==> src/rtl/flex_bus_initiator.sv <==
// flex_bus_initiator: queues read/write commands in a small FIFO and runs
// them one at a time as single-strobe cycles on the flex secondary bus,
// returning one response (read data or timeout error) per command.
module flex_bus_initiator #(
  parameter int addr_bus_width = 16,
  parameter int data_bus_width = 32,
  parameter int fifo_depth     = 4,
  parameter int timeout_cycles = 15
) (
  input  logic                      clk,
  input  logic                      reset,
  input  logic                      cmd_valid,
  output logic                      cmd_ready,
  input  logic                      cmd_write,
  input  logic [addr_bus_width-1:0] cmd_addr,
  input  logic [data_bus_width-1:0] cmd_wdata,
  output logic                      rsp_valid,
  input  logic                      rsp_ready,
  output logic [data_bus_width-1:0] rsp_data,
  output logic                      rsp_error,
  output logic [addr_bus_width-1:0] bus_addr,
  output logic [data_bus_width-1:0] bus_wdata,
  output logic                      bus_write,
  output logic                      bus_read,
  input  logic [data_bus_width-1:0] bus_rdata,
  input  logic                      bus_ack,
  output logic                      busy
);

  localparam int PTR_W = $clog2(fifo_depth);
  localparam int CNT_W = PTR_W + 1;
  localparam logic [7:0] TIMEOUT = 8'(timeout_cycles);

  typedef enum logic [1:0] {S_IDLE, S_ISSUE, S_WAIT, S_RESP} state_t;

  // command FIFO storage and pointers
  logic [addr_bus_width-1:0] r_fifo_addr [fifo_depth];
  logic [data_bus_width-1:0] r_fifo_data [fifo_depth];
  logic                      r_fifo_wr   [fifo_depth];
  logic [PTR_W-1:0]          r_wptr;
  logic [PTR_W-1:0]          r_rptr;
  logic [CNT_W-1:0]          r_count;
  logic [CNT_W-1:0]          w_count_n;
  logic                      w_push;
  logic                      w_pop;

  state_t r_state;
  state_t w_state_n;

  // registered outputs and the command currently on the bus
  logic                      r_cmd_ready;
  logic                      r_rsp_valid;
  logic [data_bus_width-1:0] r_rsp_data;
  logic                      r_rsp_error;
  logic [addr_bus_width-1:0] r_bus_addr;
  logic [data_bus_width-1:0] r_bus_wdata;
  logic                      r_bus_write;
  logic                      r_bus_read;
  logic                      r_busy;
  logic                      r_dir_wr;
  logic [7:0]                r_timer;

  logic [data_bus_width-1:0] w_rsp_data_n;
  logic                      w_rsp_error_n;
  logic [addr_bus_width-1:0] w_bus_addr_n;
  logic [data_bus_width-1:0] w_bus_wdata_n;
  logic                      w_bus_write_n;
  logic                      w_bus_read_n;
  logic                      w_dir_wr_n;
  logic [7:0]                w_timer_n;
  logic                      w_timeout;

  // cmd_ready is the registered not-full flag, so a pop never frees a slot
  // for a push in the same cycle
  assign w_push    = cmd_valid & r_cmd_ready;
  assign w_pop     = (r_state == S_IDLE) && (r_count != '0);
  assign w_count_n = r_count + CNT_W'(w_push) - CNT_W'(w_pop);
  // r_timer holds the number of WAIT cycles already spent without ack
  assign w_timeout = ((r_timer + 8'd1) == TIMEOUT);

  // FIFO payload write; contents need no reset since pointers gate them
  always_ff @(posedge clk) begin
    if (w_push) begin
      r_fifo_addr[r_wptr] <= cmd_addr;
      r_fifo_data[r_wptr] <= cmd_wdata;
      r_fifo_wr[r_wptr]   <= cmd_write;
    end
  end

  // FIFO pointer and occupancy bookkeeping
  always_ff @(posedge clk) begin
    if (reset) begin
      r_wptr  <= '0;
      r_rptr  <= '0;
      r_count <= '0;
    end else begin
      if (w_push) r_wptr <= r_wptr + PTR_W'(1);
      if (w_pop)  r_rptr <= r_rptr + PTR_W'(1);
      r_count <= w_count_n;
    end
  end

  // FSM state register
  always_ff @(posedge clk) begin
    if (reset) r_state <= S_IDLE;
    else       r_state <= w_state_n;
  end

  // FSM next-state: ack is only honoured in WAIT, and beats the timeout
  always_comb begin
    w_state_n = r_state;
    case (r_state)
      S_IDLE:  if (r_count != '0) w_state_n = S_ISSUE;
      S_ISSUE: w_state_n = S_WAIT;
      S_WAIT:  if (bus_ack || w_timeout) w_state_n = S_RESP;
      S_RESP:  if (rsp_ready) w_state_n = S_IDLE;
      default: w_state_n = S_IDLE;
    endcase
  end

  // FSM outputs: next values for every registered bus/response output
  always_comb begin
    w_bus_addr_n  = r_bus_addr;
    w_bus_wdata_n = r_bus_wdata;
    w_dir_wr_n    = r_dir_wr;
    w_bus_read_n  = 1'b0;
    w_bus_write_n = 1'b0;
    w_timer_n     = r_timer;
    w_rsp_data_n  = r_rsp_data;
    w_rsp_error_n = r_rsp_error;
    case (r_state)
      S_IDLE: begin
        if (w_pop) begin
          w_bus_addr_n  = r_fifo_addr[r_rptr];
          w_bus_wdata_n = r_fifo_data[r_rptr];
          w_dir_wr_n    = r_fifo_wr[r_rptr];
          w_bus_read_n  = ~r_fifo_wr[r_rptr];
          w_bus_write_n = r_fifo_wr[r_rptr];
        end
      end
      S_ISSUE: w_timer_n = '0;
      S_WAIT: begin
        if (bus_ack) begin
          w_rsp_data_n  = r_dir_wr ? '0 : bus_rdata;
          w_rsp_error_n = 1'b0;
        end else if (w_timeout) begin
          w_rsp_data_n  = '0;
          w_rsp_error_n = 1'b1;
        end else begin
          w_timer_n = r_timer + 8'd1;
        end
      end
      default: ;
    endcase
  end

  // output registers; everything clears on reset so strobes drop at once
  always_ff @(posedge clk) begin
    if (reset) begin
      r_cmd_ready <= 1'b0;
      r_rsp_valid <= 1'b0;
      r_rsp_data  <= '0;
      r_rsp_error <= 1'b0;
      r_bus_addr  <= '0;
      r_bus_wdata <= '0;
      r_bus_write <= 1'b0;
      r_bus_read  <= 1'b0;
      r_busy      <= 1'b0;
      r_dir_wr    <= 1'b0;
      r_timer     <= '0;
    end else begin
      r_cmd_ready <= (w_count_n != CNT_W'(fifo_depth));
      r_rsp_valid <= (w_state_n == S_RESP);
      r_rsp_data  <= w_rsp_data_n;
      r_rsp_error <= w_rsp_error_n;
      r_bus_addr  <= w_bus_addr_n;
      r_bus_wdata <= w_bus_wdata_n;
      r_bus_write <= w_bus_write_n;
      r_bus_read  <= w_bus_read_n;
      r_busy      <= (w_state_n != S_IDLE) || (w_count_n != '0);
      r_dir_wr    <= w_dir_wr_n;
      r_timer     <= w_timer_n;
    end
  end

  assign cmd_ready = r_cmd_ready;
  assign rsp_valid = r_rsp_valid;
  assign rsp_data  = r_rsp_data;
  assign rsp_error = r_rsp_error;
  assign bus_addr  = r_bus_addr;
  assign bus_wdata = r_bus_wdata;
  assign bus_write = r_bus_write;
  assign bus_read  = r_bus_read;
  assign busy      = r_busy;

endmodule

==> config.mk <==
export PLATFORM = sky130hd
export DESIGN_NAME = flex_bus_initiator
export DESIGN_NICKNAME = d
export VERILOG_FILES = /design/src/rtl/flex_bus_initiator.sv
export SDC_FILE = /design/constraint.sdc
export NUM_CORES = 1
export LEC_CHECK = 0
export ABC_CLOCK_PERIOD_IN_PS = 5300
export CAP_MARGIN = 30
export CORE_UTILIZATION = 35
export CTS_BUF_LIST = sky130_fd_sc_hd__clkbuf_4
export DETAILED_ROUTE_END_ITERATION = 7
export GPL_ROUTABILITY_DRIVEN = 0
export SYNTH_ARGS = -nofsm -noshare
export SYNTH_HDL_FRONTEND = slang
export SYNTH_SLANG_ARGS = --single-unit
==> constraint.sdc <==
create_clock -name clk -period 5.3 [get_ports clk]
set_clock_uncertainty 0.1 [all_clocks]
set_input_delay 0.795 -clock clk [delete_from_list [all_inputs] [get_ports clk]]
set_output_delay 0.795 -clock clk [all_outputs]
set_load 0.005 [all_outputs]
## Yosys cells after proc, flatten, opt, wreduce, memory -nomap -nowiden

Memory sizes are Yosys's and may differ from the RTL's. A register that Yosys moved wholly into a read port is not among the register bits.
Index checks and enable logic that the tools add are counted.

- Flip-flop bits (word level): 56
- RAM bits: 196
- Memories kept: 3
- Logic and storage cells: 62

Memories:

| memory | depth | bits a word | read ports | clocked after Yosys merged registers in | write ports | line | text |
|---|---|---|---|---|---|---|---|
| r_fifo_data | 4 | 32 | 1 | 1 | 1 | 38 | `logic [data_bus_width-1:0] r_fifo_data [fifo_depth];` |
| r_fifo_addr | 4 | 16 | 1 | 1 | 1 | 37 | `logic [addr_bus_width-1:0] r_fifo_addr [fifo_depth];` |
| r_fifo_wr | 4 | 1 | 1 | 1 | 1 | 39 | `logic r_fifo_wr [fifo_depth];` |

- Equality and inequality tests: 8
- Reductions and logical operators: 13
- Add/subtract/negate cells: 5
- Bitwise operators: 4
- Multiplexer cells: 16

Operators with widths:

| kind | number |
|---|---|
| 32-bit 2-to-1 mux | 3 |
| 8-bit 2-to-1 mux | 2 |
| 8-bit case mux with 2 select lines | 1 |
| 2-bit 2-to-1 mux | 5 |
| 8-bit by 1-bit adder with 8-bit output, second input constant | 1 |
| 8-bit by 4-bit == test with 1-bit output, second input constant | 1 |
| 2-bit case mux with 4 select lines | 1 |
| 2-bit == test, second input constant | 3 |
| 2-bit nonzero test | 3 |
| 3-bit nonzero test | 2 |
| 2-bit by 1-bit adder with 2-bit output, second input constant | 2 |
| 1-bit 2-to-1 mux | 4 |
| 2-bit inequality test, second input constant | 2 |
| 2-bit AND reduction | 2 |
| 3-bit by 1-bit adder with 3-bit output | 1 |
| 3-bit inequality test, second input constant | 1 |
| 1-bit inverter | 3 |
| 3-bit AND reduction | 1 |
| 3-bit OR reduction | 1 |
| 3-bit by 1-bit subtractor with 3-bit output | 1 |
| 2-bit by 1-bit == test with 1-bit output, second input constant | 1 |
| 2-bit zero test | 1 |
| 1-bit logical OR | 2 |
| 1-bit bitwise AND | 1 |
| 1-bit logical AND | 1 |

## Longest topological paths before layout

- Depth after elaboration: 7
- Depth in mapped cells: 13
- Gate-level depth less buffers: 11

## Worst setup path before layout

No wires, ideal clock.

- Path kind: reg-to-reg
- Start point: register r_count[1]
- End point: register r_busy, in the netlist busy
- Slack: 2.577 ns
- Library setup time: 0.146 ns
- Stages on the path, launching flop included: 13
- Arrival time: 2.477 ns
- Clock period less this slack: 2.723 ns
- Buffers on the path: 2
- Path through: dfxtp_1 > nor3_1 > nand2b_1 > clkbuf_1 > inv_2 > clkbuf_1 > ha_1 > inv_1 > ha_1 > fa_1 > xnor2_1 > xnor2_1 > a41oi_1

- Longest elaborated chain between the ends: 5

Ends and longest elaborated chain:

| element | line | text |
|---|---|---|
| from (decl) | 42 | `logic [CNT_W-1:0] r_count;` |
| from (signal assigned) | 99 | `r_count <= w_count_n;` |
| 3-bit nonzero test | 76 | `assign w_pop = (r_state == S_IDLE) && (r_count != '0);` |
| 1-bit logical AND | 76 |  |
| via w_pop | 45 | `logic w_pop;` |
| 3-bit by 1-bit subtractor with 3-bit output | 77 | `assign w_count_n = r_count + CNT_W'(w_push) - CNT_W'(w_pop);` |
| 3-bit nonzero test | 180 | `r_busy <= (w_state_n != S_IDLE) \|\| (w_count_n != '0);` |
| 1-bit logical OR | 180 |  |
| to (signal assigned) | 180 |  |
| to (decl) | 59 | `logic r_busy;` |

The timed path passes the listed nets, and every way through them passes these cells.
A chain may end at the register's enable or synchronous reset.

## Worst setup path after layout

- Start point: register r_state[0]
- End point: register r_busy, in the netlist busy

- Longest elaborated chain between the ends: 5

Ends and longest elaborated chain:

| element | line | text |
|---|---|---|
| from (decl) | 47 | `state_t r_state;` |
| from (signal assigned) | 106 | `else r_state <= w_state_n;` |
| 2-bit zero test | 76, 112 |  |
| 1-bit logical AND | 76 |  |
| 3-bit by 1-bit subtractor with 3-bit output | 77 |  |
| 3-bit nonzero test | 180 |  |
| 1-bit logical OR (*) | 180 |  |

Every way passes the cells marked *; elsewhere a longest branch is shown, timed or not.

==> impl_results.md <==
- Placed Cells: 1340
- Die ar.: 33300 um^2
- Initial DRC count: 296
- Dpl ws: 2083 ps
- Clock root cell: clkbuf_4
- Crit end category: register
- First-pass GRT wire length: 39500 um
- Max VDD drop: 0.2926 mV
- Worst slew pin tran: 870.0 ps
- H-Tree Depth: 3
- Setup Crit Path Kind: register to register
- Syn Nets: 861
- Number of global-route vias before repair: 7442
- Lkg Pwr: 5.086 nW
- CTS tree: yes
- Max layer used: met5
- Fin crit share: 60.29%
- Synth area leaders: edfxtp_1 52%, dfxtp_1 19%, mux4_2 9.7%
- Leading area contributor after synthesis: edfxtp_1
- Slew HR: 42.00%
- Synth cell types: 45
- Setup TNS: 0 ps
- IO Port Bufs: 171
- Area Growth Syn to Fin: 28.49%
- Ys async rst share: 0%
- Unrepaired setup endpoints after global routing: false
- Critical path's slowest cell: dfxtp_1
- Die Ht: 182.5 um
- Synth Flop Type: edfxtp_1
- Top-area cell type share of the netlist area: 51.62%
- Metal3 WL: 1635 um
- Slew Limit Fails: 0
- Sequential area share after synthesis: 70.24%
- Via-to-Cell Ratio: 4.743
- PnR Total Power: 6.773 mW
- Aggregate global-route resource usage: 15.28%
- Fin. Hold Viols: 0
- Hold WS: 353.2 ps
- Ratio of cells with drive above 1 in the final layout: 19.48%
- Final WL: 24800 um
- Met1 Wirelength: 11080 um
- Worst Hold Class: register to register
- Commonest non-fill, non-tap cells in the layout: 196 x edfxtp_1, 170 x clkdlybuf4s50_1, 137 x nand2_1
- Post-synth EDFFs: 196
- Post-Layout Inst Area: 14650 um^2
- Setup WS post-layout: 2105 ps
- Crit-path cells: nor2_1, nand2b_2, inv_2, buf_4, ha_1, inv_1, ha_1, fa_1, xnor2_1, xnor2_1, a41oi_1
- Io pins: 172
- Final Non-Filler Cells: 1479
- FF+latch count, synth: 302
- # resized after CTS: 0
- Most common cell after layout, fill and taps aside: edfxtp_1
- PD cells: 462.4 nW/um^2
- Longest Clk Path Bufs: 3
- # rows: 65
- Syn_area_per_cell: 14.88 um^2
- Clock sink total: 302
- Area post-placement: 13610 um^2
- Run status: complete, no violations
- Antenna violations before repair: 4
- CTS buffer count: 78
- Final setup violating endpoints: 0
- Routed WL per cell: 16.76 um
- Max Clk Rate: 313.0 MHz
- Initial core utilization: 35.85%
- Core area: 31800 um^2
- Worst-path clk slew: 60 ps
- YS warnings: 0
- Final HPWL DP: 15390 um
- DR pass1 iterations: 4
- Crit path max fanout: 51
- Post-DRT Antenna Nets: 0
- Gate Count Post-Synth: 766
- Critical Path Max Stage Delay: 730 ps
- Vias: 7015
- Clock latency on the worst-skew pair: 700 ps
- Die W: 182.5 um
- Max cap viols: 0
- Mapped cell area: 11400 um^2
- Startpoint type of the worst setup path: register
- Total grt overflow: 0
- Final net count: 1080
- Final core occ: 46.07%
- Worst path arrival time: 3590 ps
- Wire length on met2: 11480 um
- Hold_buf cts: 0
- Crit path time final: 3195 ps
- Worst endpoint required time: 5700 ps
- # DRC: 0
- Setup bufs post-CTS: 0
- Largest net degree at the start of global routing: 70
## path summary, 6_finish.rpt
| check | start | to | slack (ps) | cells after the start |
|---|---|---|---|---|
| worst min-delay path | bus_addr[7] | bus_addr[7] | 350 | 2 |
| worst max-delay path | r_state[0] | busy | 2100 | 11 |
| worst min register to register | bus_addr[7] | bus_addr[7] | 350 | 2 |
| worst max register to register | r_state[0] | busy | 2100 | 11 |
## final cells by class
class / count / area (um^2)
multi-input cells: 409 / 3168
flip-flops and latches: 302 / 8013
well taps: 435 / 544.3
clock inverters: 21 / 158.9
inverters: 10 / 37.54
fillers: 2893 / 17150
diodes: 2 / 5.005
repair buffers: 184 / 1852
clock buffers: 116 / 870.8
## synthesized netlist by cell type, types with 2 or more instances
master,number
mux4_2,49
inv_1,8
a31oi_1,2
o211ai_1,2
nand2_1,137
ha_1,8
xnor2_1,4
o21bai_1,5
a41oi_1,2
o311ai_1,2
nor3_1,10
clkbuf_1,29
dfxtp_1,106
nand3b_1,2
buf_1,6
nor4b_1,2
nand4_1,3
a21oi_1,56
buf_6,3
nor4_1,4
inv_2,2
nor2b_1,6
nand3_1,4
o311ai_0,4
nand2b_1,35
buf_2,7
mux2i_1,32
nor3b_1,4
nor2_1,16
and3_1,6
edfxtp_1,196
## worst max-delay path: cells and delay by family, from the launching register on
kind | cells | cell delay [ps]
DFF | 1 | 730
and+or+nand+nor | 2 | 330
adders and majority gates | 3 | 920
xor gates and xnor gates | 2 | 390
AOI/OAI and AO/OA | 1 | 160
buffers and inverters | 3 | 370
## power by group
group	internal, mW	leakage [nW]	switching [mW]	total [mW]
clock	1.11	0.607	0.915	2.02
combinational	0.853	1.84	0.851	1.70
sequential	2.85	2.64	0.199	3.05
total	4.81	5.09	1.96	6.77
## cells by family (layout without fill, tap and decap cells)
group / count (synthesis) / after routing / share of synthesized area [%]
adder cells (fa/ha/maj): 9 / 9 / 1.054
AO/OA/AOI/OAI: 80 / 80 / 4.258
XOR/XNOR: 5 / 5 / 0.3841
other: 0 / 2 / 0
buffers and inverters: 55 / 331 / 2.085
flip-flops: 302 / 302 / 70.24
multiplexers: 81 / 81 / 12.49
AND/OR/NAND/NOR: 234 / 234 / 9.493
## state kept, by name, indices dropped and copies added, names as in the netlist, 3 cells and up, named ones only
signal	count
r_fifo_data	128
r_fifo_addr	64
bus_wdata	32
rsp_data	32
bus_addr	16
r_timer	8
r_fifo_wr	4
r_count	3
## per-layer routing
metal  track usage (%)  vias to the layer above
met4             6.756                        4
met2             24.17                      231
met1             19.40                     3385
met3             4.530                       56
li1                  -                     3339
met5                 0                        -
(Power assumes the default switching activity.)
